`config.mk`:
```
export PLATFORM = sky130hd
export DESIGN_NAME = frame_sym_scheduler_flat
export DESIGN_NICKNAME = d
export VERILOG_FILES = /design/src/rtl/frame_sym_scheduler_if.sv /design/src/rtl/frame_sym_scheduler.sv /design/src/flat_wrapper.sv
export SDC_FILE = /design/constraint.sdc
export NUM_CORES = 1
export LEC_CHECK = 0
export CORE_UTILIZATION = 39
export CTS_BUF_LIST = sky130_fd_sc_hd__clkbuf_4 sky130_fd_sc_hd__clkbuf_8
export CTS_CLUSTER_DIAMETER = 100
export DETAILED_ROUTE_END_ITERATION = 8
export DONT_BUFFER_PORTS = 1
export PLACE_DENSITY = 0.62
export SYNTH_ARGS = -nofsm -noshare
export SYNTH_HDL_FRONTEND = slang
export SYNTH_SLANG_ARGS = --single-unit
```
`constraint.sdc`:
```
create_clock -name i_clk -period 1.75 [get_ports i_clk]
set_input_delay 0.4375 -clock i_clk [delete_from_list [all_inputs] [get_ports i_clk]]
set_output_delay 0.4375 -clock i_clk [all_outputs]
set_load 0.03 [all_outputs]
```
`src/rtl/frame_sym_scheduler_if.sv`:
```
// Write-request handshake and symbol-buffer bus of frame_sym_scheduler.
//
// Parameters must match the ones given to the frame_sym_scheduler instance.
//
// Signals:
//   wr_req / wr_id / wr_data / wr_ack : UART-side attribute write handshake
//   valid_mask                        : per-ID "buffer entry holds valid data" flags
//   buf_we / buf_re / buf_addr        : buffer strobes and address
//   buf_wdata / buf_rdata             : buffer data (rdata valid one cycle after buf_re)
//
// Modports:
//   slave  : the scheduler (accepts writes, drives the buffer port)
//   master : the environment (write source, buffer storage, mask source)
interface frame_sym_scheduler_if #(
  parameter int unsigned NUM_SYM_BITS = 2,
  parameter int unsigned ATTR_BITS    = 48
);

  logic                         wr_req;
  logic [NUM_SYM_BITS-1:0]      wr_id;
  logic [ATTR_BITS-1:0]         wr_data;
  logic                         wr_ack;
  logic [2**NUM_SYM_BITS-1:0]   valid_mask;
  logic                         buf_we;
  logic                         buf_re;
  logic [NUM_SYM_BITS-1:0]      buf_addr;
  logic [ATTR_BITS-1:0]         buf_wdata;
  logic [ATTR_BITS-1:0]         buf_rdata;

  modport slave (
    input  wr_req,
    input  wr_id,
    input  wr_data,
    input  valid_mask,
    input  buf_rdata,
    output wr_ack,
    output buf_we,
    output buf_re,
    output buf_addr,
    output buf_wdata
  );

  modport master (
    output wr_req,
    output wr_id,
    output wr_data,
    output valid_mask,
    output buf_rdata,
    input  wr_ack,
    input  buf_we,
    input  buf_re,
    input  buf_addr,
    input  buf_wdata
  );

endinterface

```
`src/rtl/frame_sym_scheduler.sv`:
```
// Per-frame symbol scheduler.
//
// On every falling edge of n_vsync the block walks all symbol IDs, reads each
// attribute word from the symbol buffer and presents it to the renderer shadow
// register with a one-cycle sym_load strobe. Between scans the buffer port is
// lent to the UART-side write path.
//
// Ports:
//   i_clk         pixel clock, rising edge
//   rst           asynchronous active-high reset
//   n_vsync       display vsync, active low
//   bus           write handshake + buffer bus (frame_sym_scheduler_if.slave)
//   sym_load      one-cycle load strobe for the renderer shadow register
//   sym_id        ID being loaded (holds last value between loads)
//   sym_attr      attribute word being loaded (holds last value between loads)
//   sym_valid     mask bit of sym_id, sampled when its read was issued
//   frame_done    one-cycle pulse at the end of a scan
//   busy          scan in progress
//   frame_overrun sticky: a vsync edge arrived while a scan was still running
//
// Optional feature (compile-time macro SCHED_SKIP_INVALID_EN):
//   when defined, IDs whose valid_mask bit is 0 are skipped in a single cycle
//   with neither a buffer read nor a load, so sym_valid is always 1 on a load.
//   When undefined, every ID is read and loaded and sym_valid reports the mask.
module frame_sym_scheduler #(
  parameter int unsigned NUM_SYM_BITS = 2,
  parameter int unsigned ATTR_BITS    = 48
) (
  input  logic                    i_clk,
  input  logic                    rst,
  input  logic                    n_vsync,
  frame_sym_scheduler_if.slave    bus,
  output logic                    sym_load,
  output logic [NUM_SYM_BITS-1:0] sym_id,
  output logic [ATTR_BITS-1:0]    sym_attr,
  output logic                    sym_valid,
  output logic                    frame_done,
  output logic                    busy,
  output logic                    frame_overrun
);

  localparam logic [NUM_SYM_BITS-1:0] MaxId = '1;
  localparam logic [NUM_SYM_BITS-1:0] OneId = NUM_SYM_BITS'(1);

  typedef enum logic [1:0] {
    StIdle,
    StRead,
    StLoad,
    StDone
  } state_e;

  state_e                  state_q, state_d;
  logic [NUM_SYM_BITS-1:0] cnt_q, cnt_d;
  logic                    vsync_q;
  logic                    valid_q;
  logic                    overrun_q, overrun_d;
  logic [NUM_SYM_BITS-1:0] sym_id_q;
  logic [ATTR_BITS-1:0]    sym_attr_q;

  logic start;
  logic cur_valid;
  logic cnt_max;
  logic wr_grant;

  // vsync_q resets to 1 so a line already low at reset release reads as an edge.
  assign start     = vsync_q & ~n_vsync;
  assign cur_valid = bus.valid_mask[cnt_q];
  assign cnt_max   = (cnt_q == MaxId);

  // A start event takes the buffer port first; a held wr_req is served in the
  // first idle cycle after the scan. The rst term keeps every output low while
  // reset is asserted, even with wr_req high.
  assign wr_grant = ~rst & (state_q == StIdle) & bus.wr_req & ~start;

  // ---------------------------------------------------------------------------
  // FSM state register
  // ---------------------------------------------------------------------------
  always_ff @(posedge i_clk or posedge rst) begin
    if (rst) begin
      state_q <= StIdle;
    end else begin
      state_q <= state_d;
    end
  end

  // ---------------------------------------------------------------------------
  // Datapath registers: ID counter, vsync history, sticky overrun, load hold
  // ---------------------------------------------------------------------------
  always_ff @(posedge i_clk or posedge rst) begin
    if (rst) begin
      cnt_q      <= '0;
      vsync_q    <= 1'b1;
      valid_q    <= 1'b0;
      overrun_q  <= 1'b0;
      sym_id_q   <= '0;
      sym_attr_q <= '0;
    end else begin
      cnt_q     <= cnt_d;
      vsync_q   <= n_vsync;
      overrun_q <= overrun_d;
      // Mask bit is taken together with the read so it pairs with that data.
      if (state_q == StRead) begin
        valid_q <= cur_valid;
      end
      if (state_q == StLoad) begin
        sym_id_q   <= cnt_q;
        sym_attr_q <= bus.buf_rdata;
      end
    end
  end

  // ---------------------------------------------------------------------------
  // Next-state logic
  // ---------------------------------------------------------------------------
  always_comb begin
    state_d   = state_q;
    cnt_d     = cnt_q;
    overrun_d = overrun_q;

    // An edge during a scan is flagged only; the running scan is not restarted.
    if (start && (state_q != StIdle)) begin
      overrun_d = 1'b1;
    end

    unique case (state_q)
      StIdle: begin
        if (start) begin
          state_d = StRead;
          cnt_d   = '0;
        end
      end
      StRead: begin
`ifdef SCHED_SKIP_INVALID_EN
        if (cur_valid) begin
          state_d = StLoad;
        end else if (cnt_max) begin
          state_d = StDone;
        end else begin
          state_d = StRead;
          cnt_d   = cnt_q + OneId;
        end
`else
        state_d = StLoad;
`endif
      end
      StLoad: begin
        // Counter stops at MaxId; it never wraps inside a scan.
        if (cnt_max) begin
          state_d = StDone;
        end else begin
          state_d = StRead;
          cnt_d   = cnt_q + OneId;
        end
      end
      StDone: begin
        state_d = StIdle;
      end
      default: begin
        state_d = StIdle;
      end
    endcase
  end

  // ---------------------------------------------------------------------------
  // Output logic
  // ---------------------------------------------------------------------------
  always_comb begin
    bus.wr_ack    = wr_grant;
    bus.buf_we    = wr_grant;
    bus.buf_re    = 1'b0;
    bus.buf_addr  = '0;
    bus.buf_wdata = '0;
    sym_load      = 1'b0;
    sym_id        = sym_id_q;
    sym_attr      = sym_attr_q;
    sym_valid     = 1'b0;
    frame_done    = 1'b0;
    busy          = (state_q != StIdle);
    frame_overrun = overrun_q;

    // Writes are only granted in idle, so buf_we and buf_re are exclusive.
    if (wr_grant) begin
      bus.buf_addr  = bus.wr_id;
      bus.buf_wdata = bus.wr_data;
    end

    unique case (state_q)
      StRead: begin
`ifdef SCHED_SKIP_INVALID_EN
        bus.buf_re = cur_valid;
`else
        bus.buf_re = 1'b1;
`endif
        bus.buf_addr = cnt_q;
      end
      StLoad: begin
        sym_load  = 1'b1;
        sym_id    = cnt_q;
        sym_attr  = bus.buf_rdata;
        sym_valid = valid_q;
      end
      StDone: begin
        frame_done = 1'b1;
      end
      default: begin
      end
    endcase
  end

endmodule
```
`src/flat_wrapper.sv`:
```
// flat-port wrapper written by rule: the top's interface ports become plain ports
module frame_sym_scheduler_flat 
#(
  parameter int unsigned NUM_SYM_BITS = 2,
  parameter int unsigned ATTR_BITS    = 48
)
  (i_clk, rst, n_vsync, sym_load, sym_id, sym_attr, sym_valid, frame_done, busy, frame_overrun, bus_wr_req, bus_wr_id, bus_wr_data, bus_valid_mask, bus_buf_rdata, bus_wr_ack, bus_buf_we, bus_buf_re, bus_buf_addr, bus_buf_wdata);
  frame_sym_scheduler_if #(.NUM_SYM_BITS(NUM_SYM_BITS), .ATTR_BITS(ATTR_BITS)) bus_i ();
  input  logic i_clk;
  input  logic rst;
  input  logic n_vsync;
  output logic sym_load;
  output logic [NUM_SYM_BITS-1:0] sym_id;
  output logic [ATTR_BITS-1:0] sym_attr;
  output logic sym_valid;
  output logic frame_done;
  output logic busy;
  output logic frame_overrun;
  input wire logic [$bits(bus_i.wr_req)-1:0] bus_wr_req;
  input wire logic [$bits(bus_i.wr_id)-1:0] bus_wr_id;
  input wire logic [$bits(bus_i.wr_data)-1:0] bus_wr_data;
  input wire logic [$bits(bus_i.valid_mask)-1:0] bus_valid_mask;
  input wire logic [$bits(bus_i.buf_rdata)-1:0] bus_buf_rdata;
  output wire logic [$bits(bus_i.wr_ack)-1:0] bus_wr_ack;
  output wire logic [$bits(bus_i.buf_we)-1:0] bus_buf_we;
  output wire logic [$bits(bus_i.buf_re)-1:0] bus_buf_re;
  output wire logic [$bits(bus_i.buf_addr)-1:0] bus_buf_addr;
  output wire logic [$bits(bus_i.buf_wdata)-1:0] bus_buf_wdata;
  assign bus_i.wr_req = bus_wr_req;
  assign bus_i.wr_id = bus_wr_id;
  assign bus_i.wr_data = bus_wr_data;
  assign bus_i.valid_mask = bus_valid_mask;
  assign bus_i.buf_rdata = bus_buf_rdata;
  assign bus_wr_ack = bus_i.wr_ack;
  assign bus_buf_we = bus_i.buf_we;
  assign bus_buf_re = bus_i.buf_re;
  assign bus_buf_addr = bus_i.buf_addr;
  assign bus_buf_wdata = bus_i.buf_wdata;
  frame_sym_scheduler #(.NUM_SYM_BITS(NUM_SYM_BITS), .ATTR_BITS(ATTR_BITS)) u_core (.i_clk(i_clk), .rst(rst), .n_vsync(n_vsync), .bus(bus_i), .sym_load(sym_load), .sym_id(sym_id), .sym_attr(sym_attr), .sym_valid(sym_valid), .frame_done(frame_done), .busy(busy), .frame_overrun(frame_overrun));
endmodule
```
==> results of run 1 <==
[flip-flops by register name (all words and copies together) (netlist names)]
name                  count
u_core.frame_overrun      1
u_core.cnt_q              2
u_core.sym_attr_q        48
u_core.sym_id_q           2
u_core.vsync_q            1
u_core.state_q            2
u_core.valid_q            1
[cell type report]
| cell class | count | area (sq um) |
|---|---|---|
| inverters | 2 | 11.3 |
| well taps | 77 | 96.3 |
| repair buffers | 34 | 592 |
| multi-input cells | 118 | 1380 |
| diodes | 1 | 2.50 |
| clock inverters | 6 | 105 |
| flip-flops and latches | 57 | 1430 |
| clock buffers | 10 | 138 |
| fillers | 506 | 2600 |
[metrics by stage]
step | setup slack (ps) | hold slack, ps | power (uW) | setup TNS, ps | cell area, sq um
floorplan | -189 | 442 | 5790 | -8910 | 2670
global placement | -107 | 396 | 6240 | -2620 | 2860
detailed placement | -179 | 411 | 6420 | -7400 | 2860
CTS | -532 | 51.1 | 9200 | -44900 | 3670
global route | -575 | 54.9 | 9640 | -52120 | 3750
finish | -482 | 39.8 | 9290 | -43250 | 3750
[metal layers]
layer  vias up  global-route usage
li1        705                   -
met1       860               0.241
met2       119               0.401
met3        15              0.0855
met4         0               0.100
met5         -                   0
[repair_timing]
| item | CTS | global route |
|---|---|---|
| gates cloned | 9 | 1 |
| pin swaps | 7 | 10 |
| endpoints found under the setup margin | 103 | 105 |
| setup buffers | 11 | 1 |
| gates resized for setup | 78 | 14 |
[worst min path at each step]
stage | end | depth (start not counted)
floorplan | u_core.vsync_q | 0
global placement | u_core.frame_overrun | 2
detailed placement | u_core.frame_overrun | 2
CTS | u_core.frame_overrun | 2
global route | u_core.sym_attr_q[31] | 2
finish | u_core.sym_attr_q[38] | 2
[cell usage after synthesis, drive strengths merged]
| library cell | count |
|---|---|
| dfrtp | 56 |
| mux2 | 52 |
| and2 | 50 |
| buf | 8 |
| a22o | 5 |
| clkbuf | 4 |
| nor2b | 3 |
| a21o | 2 |
| inv | 2 |
| dfstp | 1 |
| ha | 1 |
| mux4 | 1 |
| nor2 | 1 |
| nor4b | 1 |
| o21bai | 1 |
| or2 | 1 |
[kinds of logic (layout without fill, tap and decap cells)]
family          after synthesis  after routing  share of synthesized area
compound gates                8              8                     0.0260
fa+ha+maj                     1              1                    0.00490
buf+inv                      14             52                     0.0275
flops                        57             57                      0.559
mux                          53             53                      0.238
other cells                   0              1                          0
simple gates                 56             56                      0.144
[power groups by stage]
stage / combinational, uW / sequential (uW) / clock [uW]
finish: 5560 / 2240 / 1490
detailed placement: 4200 / 2220 / 0
CTS: 5460 / 2230 / 1510
floorplan: 3650 / 2130 / 0
global route: 5760 / 2290 / 1590
global placement: 4070 / 2170 / 0
==> metrics, run 1 <==
initial antenna violation count=1; CTS tree=yes; number of global-route vias before repair=1996; Tightest Pin Transition=340 ps; met3 wire length=approximately 650 um; Setup crit end kind=output port; Levels on crit path=6; CP required=1310 ps; top cells by area, synth=dfrtp_1, mux2_2, and2_1; post-route insts no fill=305; Fin. Hold Viols=0; IO Pins=214; RSZ-0062 raised after global routing=yes; final wirelength=slightly below 8 mm; core area=approximately 6300 sq um; Worst path slowest cell=dfrtp_1; CP startpoint=u_core.state_q[0]; Seq pwr share=0.241; CP Cell Sequence=or2_4, nor4b_4, buf_6, buf_6, clkbuf_16, and2_4; fin util=0.591; GPL Wtd Cong=around 0.86; CP endpoint=bus_buf_wdata[37]; sequential fraction of the synthesis area=0.559; first-pass GRT wire length=~12 mm; CP max FO=6; R2R depth=6; switching part of the total=0.432; wire length on met2=between 4 and 5 mm; r2r startpoint=u_core.state_q[0]; Die Span X=about 83 um; clock period minus worst slack=~2200 ps; CP Class=flip-flop to output port; worst ir drop on vdd=1460 uV; wire length per cell=approximately 26 um; CTS Buf Count=9; status=finished, violations left; NetSw=~4000 uW; yosys warns=0; MaxCap Viol Count=0; CP bufs+invs=3; cell area power density=2480 nW/um^2; share of the synthesized area in the top cell type=0.549; DR vias/cell=around 5.6; Vias=roughly 1.7k; Clk Latency, worst-skew pair=roughly 330 ps; Die ar.=6870 sq um; synthesized flop and latch total=57; clock skew=~5.4 ps; Synth Cell Area=2550 sq um; Final Net Count=approximately 330; clk slew on worst S/H paths=roughly 70 ps; Overall Global Routing Usage=0.227; Arr. time, crit path=~1800 ps; Post-DRT Antenna Nets=0; Overflow after GRT=0; Worst path max stage delay=380 ps; DR top layer=met4; crit share post-route=1.28; Starting Density=0.402; met1 WL=approximately 2.7 mm; H-tree lvl count=3; # setup viols final=around 100; Leak=between 0.0015 and 0.002 uW; DRC=0; Sink Count=between 50 and 60; Yosys top cell by area=dfrtp_1; row count=29; Worst path most repeated cell=buf_6; FMAX=roughly 0.45 GHz; commonest non-fill, non-tap cell in the layout=dfrtp_1; reg2reg end=u_core.sym_attr_q[26]; Iteration-0 DRC Markers=70; power share of the clock group=0.160; largest net degree at the start of global routing=58; Yosys cell types=17; Pint=about 5300 uW; port bufs=0; Detailed Routing Iterations Pass 1=4; Area Overhead vs Synth=47.1%; root buf cell=clkbuf_8; slew margin rel.=0.775; Worst Hold Class=primary input to async pin; Die Span Y=82.9 um; CP top delay family=simple AND/OR/NAND/NOR gates; Comb pwr share=0.599; hold buffers post-CTS=0; final number of max-transition violations=0; Clock Tree Buf Depth=2; Mapped Cells=189; Final Worst Setup Slack=-482 ps; most frequent cells in the layout=dfrtp_1, mux2_4, and2_4; CP Launch Type=flip-flop; layout cells sized above 1=0.709; Synth Area per Inst=roughly 14 sq um; failing checks=negative setup slack; post-DP HPWL=about 5.2 mm; reg2reg setup slack=about 190 ps; Synth Net Count=approximately 300; cell count after placement=about 270
No activity file was read; power rests on OpenSTA's default activity.
==> run 2: changes to the inputs <==
- CORE_ASPECT_RATIO: unset -> 0.5
==> run 2 against run 1 <==
  * The flow still finishes with violations (negative setup slack)
  * Final cell count up 3.6%
  * Via count down 3.0%
  * Critical path depth unchanged
  * Global-route usage down 2.1 points
  * Highest routed layer unchanged
==> metrics, run 2 (same netlist as run 1, synthesis figures left out) <==
status=finished, violations left (unchanged); failing checks=negative setup slack (unchanged); cell count after placement=281 (was 266); Die Span Y=59.2 um (was 82.9 um); largest net degree at the start of global routing=58 (unchanged); RSZ-0062 raised after global routing=yes (unchanged); met1 track demand over resource=0.248 (was 0.241); DRC=0 (unchanged); initial antenna violation count=0 (was 1); MaxCap Viol Count=0 (unchanged); Worst path most repeated cell=buf_6 (unchanged); IO Pins=214 (unchanged); number of global-route vias before repair=1805 (was 1996); Levels on crit path=6 (unchanged); CTS Buf Count=9 (unchanged); clk slew on worst S/H paths=60 ps (was 70 ps); Fin. Hold Viols=0 (unchanged); Starting Density=0.413 (was 0.402); commonest non-fill, non-tap cell in the layout=dfrtp_1 (unchanged); CTS tree=yes (unchanged); Worst Hold Class=primary input to async pin (unchanged); CP required=1310 ps (about the same); Die Span X=116 um (was 82.9 um); Detailed Routing Iterations Pass 1=4 (unchanged); Setup crit end kind=output port (unchanged); Overflow after GRT=0 (unchanged); Worst path slowest cell=dfrtp_1 (unchanged); Vias=1648 (was 1699); root buf cell=clkbuf_8 (unchanged); CP bufs+invs=3 (unchanged); CP max FO=6 (unchanged); row count=20 (was 29); Sink Count=57 (unchanged); Die ar.=6890 sq um (was 6870 sq um); r2r startpoint=u_core.state_q[0] (unchanged); first-pass GRT wire length=10.2 mm (was 11.7 mm); GPL Wtd Cong=0.714 (was 0.859); CP Launch Type=flip-flop (unchanged); Worst path max stage delay=370 ps (was 380 ps); FMAX=0.455 GHz (was 0.448 GHz); final wirelength=7.34 mm (was 7.79 mm); most frequent cells in the layout=dfrtp_1, mux2_4, and2_4 (unchanged); Post-DRT Antenna Nets=0 (unchanged); clock period minus worst slack=2200 ps (was 2230 ps); reg2reg end=u_core.sym_attr_q[3] (was u_core.sym_attr_q[26]); Arr. time, crit path=1760 ps (was 1790 ps); post-route insts no fill=316 (was 305); core area=6180 sq um (was 6350 sq um); Tightest Pin Transition=320 ps (was 340 ps); Final Worst Setup Slack=-447 ps (was -482 ps); worst ir drop on vdd=1400 uV (was 1460 uV); H-tree lvl count=3 (unchanged); slew margin rel.=0.788 (was 0.775); Area Overhead vs Synth=43.9% (was 47.1%); final number of max-transition violations=0 (unchanged); crit share post-route=1.26 (was 1.28); wire length per cell=23.2 um (was 25.6 um); layout cells sized above 1=0.706 (was 0.709); hold buffers post-CTS=0 (unchanged); DR vias/cell=5.22 (was 5.57); port bufs=0 (unchanged); Ant. Diodes=0 (was 1); fin util=0.594 (was 0.591); Largest Register=u_core.sym_attr_q (unchanged); Fin Hold WS=54.7 ps (was 39.8 ps); GRT busiest layer=met2 (unchanged); CP top delay family=simple AND/OR/NAND/NOR gates (unchanged); reg2reg setup slack=180 ps (was 190 ps); CP Cell Sequence=or2_4, nor4b_4, buf_6, buf_6, buf_6, and2_4 (was or2_4, nor4b_4, buf_6, buf_6, clkbuf_16, and2_4); R2R depth=6 (unchanged); Iteration-0 DRC Markers=81 (was 70); Clk Latency, worst-skew pair=320 ps (was 330 ps); cell area power density=2390 nW/um^2 (was 2480 nW/um^2); Overall Global Routing Usage=0.206 (was 0.227); # setup viols final=105 (was 104); Largest register FFs=48 (unchanged); grt met3 use=0.0532 (was 0.0855); met2 usage=0.359 (was 0.401); post-DP HPWL=4.64 mm (was 5.24 mm); clock skew=3.41 ps (was 5.35 ps); Clock Tree Buf Depth=2 (unchanged); Leak=0.00172 uW (was 0.00174 uW); Final Net Count=332 (was 329); CP Class=flip-flop to output port (unchanged)
run 2: changes by cell type in the layout (fill, tap and decap cells not counted), sizes merged:
| cell | change |
|---|---|
| bufinv | -3 |
| clkinv | -3 |
| diode | -1 |
| clkbuf | +5 |
| buf | +2 |
run 2: how the worst max path moves through the flow:
stage / from / end
finish: u_core.state_q[0] / bus_buf_wdata[22]
global route: u_core.state_q[0] / sym_attr[3]
floorplan: u_core.state_q[0] / bus_buf_addr[0]
global placement: u_core.state_q[0] / bus_buf_addr[1]
detailed placement: u_core.state_q[0] / bus_buf_addr[1]
CTS: u_core.state_q[0] / bus_buf_wdata[33]
run 2: power by group:
group          internal (uW)  switching (uW)  leakage, uW
logic                   2290            3180     0.000950
registers               1970             247     0.000673
clock network            623             445    0.0000929
run 2: metal layers:
metal  vias up  share of wire  routed length, um
met1       845           0.41               2970
met4         0         0.0091                 67
li1        705              -                  -
met2        92           0.51               3780
met3         6          0.071                520
met5         -              0                  0
run 2: repair_timing:
item | in CTS | in global routing
buffers inserted | 12 | 4
pin swaps | 15 | 30
cloned | 8 | 3
gates resized for setup | 106 | 4
endpoints found under the setup margin | 104 | 105
run 2: per-stage QoR:
stage / setup slack, ps / power [uW] / TNS [ps] / instance area [sq um]
floorplan: -189 / 5790 / -8910 / 2670
global placement: -115 / 6290 / -3240 / 2890
detailed placement: -167 / 6370 / -5120 / 2890
CTS: -483 / 8780 / -43230 / 3660
global route: -510 / 9110 / -46000 / 3670
finish: -447 / 8770 / -39300 / 3670
run 2: final cells by class:
cell class / count / area, sq um
clock buffer: 14 / 174
multi-input combinational: 118 / 1400
timing repair buffer: 37 / 553
sequential: 57 / 1430
fill: 496 / 2510
inverter: 2 / 11.3
tap: 88 / 110
==> run 3: changes to the inputs <==
- SKIP_CTS_REPAIR_TIMING: unset -> 1
==> run 3 against run 2 <==
  * The run still ends with negative setup slack left
  * Wire length shrank 6.4%
  * Setup slack worse by 45 ps
  * Critical path depth is 1 lower
  * Critical path type unchanged
  * Sequential share of layout area up 2.9 points
  * Combinational power down 6.8%
  * Clock-buffer cell count is the same
  * Clock power is essentially flat
  * Utilization shrank 4.1 points
  * Final cell count fell by 4.1%
  * Clock skew increased by 0.90 ps
==> metrics, run 3 (same netlist as run 1, synthesis figures left out) <==
status=finished, violations left (unchanged); failing checks=negative setup slack (unchanged); wire length per cell=22.7 um (was 23.2 um); MaxCap Viol Count=0 (unchanged); Clock Tree Buf Depth=2 (unchanged); Worst path slowest cell=dfrtp_1 (unchanged); Fin. Hold Viols=0 (unchanged); FMAX=0.446 GHz (was 0.455 GHz); Tightest Pin Transition=319 ps (was 320 ps); power after layout=8390 uW (was 8770 uW); Worst path most repeated cell=buf_12 (was buf_6); row count=20 (unchanged); initial antenna violation count=0 (unchanged); CP top delay family=simple AND/OR/NAND/NOR gates (unchanged); GPL Wtd Cong=0.714 (unchanged); Leak=0.00159 uW (was 0.00172 uW); CP required=1310 ps (about the same); clk slew on worst S/H paths=50 ps (was 60 ps); layout cells sized above 1=0.679 (was 0.706); most frequent cells in the layout=dfrtp_1, mux2_4, and2_2 (was dfrtp_1, mux2_4, and2_4); core area=6180 sq um (unchanged); CTS tree=yes (unchanged); Worst path max stage delay=370 ps (about the same); Final TNS setup=-39160 ps (was -39300 ps); DR vias/cell=5.19 (was 5.22); CP max FO=52 (was 6); Post-DRT Antenna Nets=0 (unchanged); port bufs=0 (unchanged); Arr. time, crit path=1800 ps (was 1760 ps); worst ir drop on vdd=1340 uV (was 1400 uV); post-DP HPWL=4.64 mm (unchanged); root buf cell=clkbuf_8 (unchanged); CP bufs+invs=2 (was 3); CP Launch Type=flip-flop (unchanged); Overflow after GRT=0 (unchanged); clock period minus worst slack=2240 ps (was 2200 ps); CP Class=flip-flop to output port (unchanged); DRC=0 (unchanged); Sink Count=57 (unchanged); Die Span X=116 um (unchanged); placed cell areas=2890 sq um (unchanged); CP Cell Sequence=or2_4, nor4b_4, buf_12, a22o_1, buf_12 (was or2_4, nor4b_4, buf_6, buf_6, buf_6, and2_4); Area Overhead vs Synth=34.1% (was 43.9%); Overall Global Routing Usage=0.164 (was 0.206); largest net degree at the start of global routing=58 (unchanged); # setup viols final=103 (was 105); Iteration-0 DRC Markers=93 (was 81); Largest register FFs=48 (unchanged); Clk Latency, worst-skew pair=320 ps (about the same); slew margin rel.=0.789 (was 0.788); Vias=1572 (was 1648); commonest non-fill, non-tap cell in the layout=dfrtp_1 (unchanged); Largest Register=u_core.sym_attr_q (unchanged); Ant. Diodes=0 (unchanged); Setup crit end kind=output port (unchanged); Die ar.=6890 sq um (unchanged); CTS Buf Count=9 (unchanged); number of global-route vias before repair=1548 (was 1805); Worst Hold Class=primary input to async pin (unchanged); final wirelength=6.86 mm (was 7.34 mm); RSZ-0062 raised after global routing=yes (unchanged); cell area power density=2450 nW/um^2 (was 2390 nW/um^2); Starting Density=0.413 (unchanged); Die Span Y=59.2 um (unchanged); clock skew=4.31 ps (was 3.41 ps); crit share post-route=1.28 (was 1.26); Detailed Routing Iterations Pass 1=4 (unchanged); first-pass GRT wire length=8.20 mm (was 10.2 mm); Final Net Count=319 (was 332); IO Pins=214 (unchanged); Final Worst Setup Slack=-492 ps (was -447 ps); final number of max-transition violations=0 (unchanged); post-route cell area=3420 sq um (was 3670 sq um); H-tree lvl count=3 (unchanged)
==> run 3: cell count changes in the layout (fill, tap and decap cells not counted), moves of 2 or more <==
cell       delta
a22o_4        -2
buf_16        -3
buf_6        -13
buf_8         +2
and2_4       -37
buf_12        -2
and2_2       +37
clkbuf_16     +2
==> run 3: layer usage <==
metal	wire [um]	GRT usage	vias to the layer above
met5	0	0	-
met4	63	0.0769	0
met3	548	0.0542	5
met2	3540	0.287	86
met1	2710	0.185	803
li1	-	-	678
==> run 3: final timing paths <==
path / cells after the start / to / slack (ps) / start
worst max-delay path: 5 / bus_buf_addr[1] / -490 / u_core.state_q[0]
worst min-delay path: 2 / u_core.state_q[0] / 60 / rst
worst max register to register: 5 / u_core.sym_attr_q[1] / 210 / u_core.state_q[1]
worst min register to register: 1 / u_core.valid_q / 520 / u_core.valid_q
max in group asynchronous: 2 / u_core.vsync_q / 1390 / rst
min in group i_clk: 0 / u_core.vsync_q / 120 / n_vsync
==> run 3: report_power, final <==
group	internal, uW	switching (uW)
sequential	1970	242
combinational	2020	3090
clock	623	442
==> run 3: cell type report <==
class / count / area, sq um
sequential: 57 / 1430
fill: 528 / 2760
timing repair buffer: 24 / 372
inverter: 2 / 11.3
multi-input combinational: 118 / 1330
clock buffer: 14 / 174
tap: 88 / 110
==> run 3: stage by stage <==
stage	worst slack, ps	hold WS [ps]	instances	util
final	-492	55.5	303	0.554
after CTS	-527	51.0	295	0.495
after floorplan	-189	442	189	-
after global routing	-568	73.9	303	0.554
after global placement	-115	406	281	0.467
after detailed placement	-167	409	281	0.467
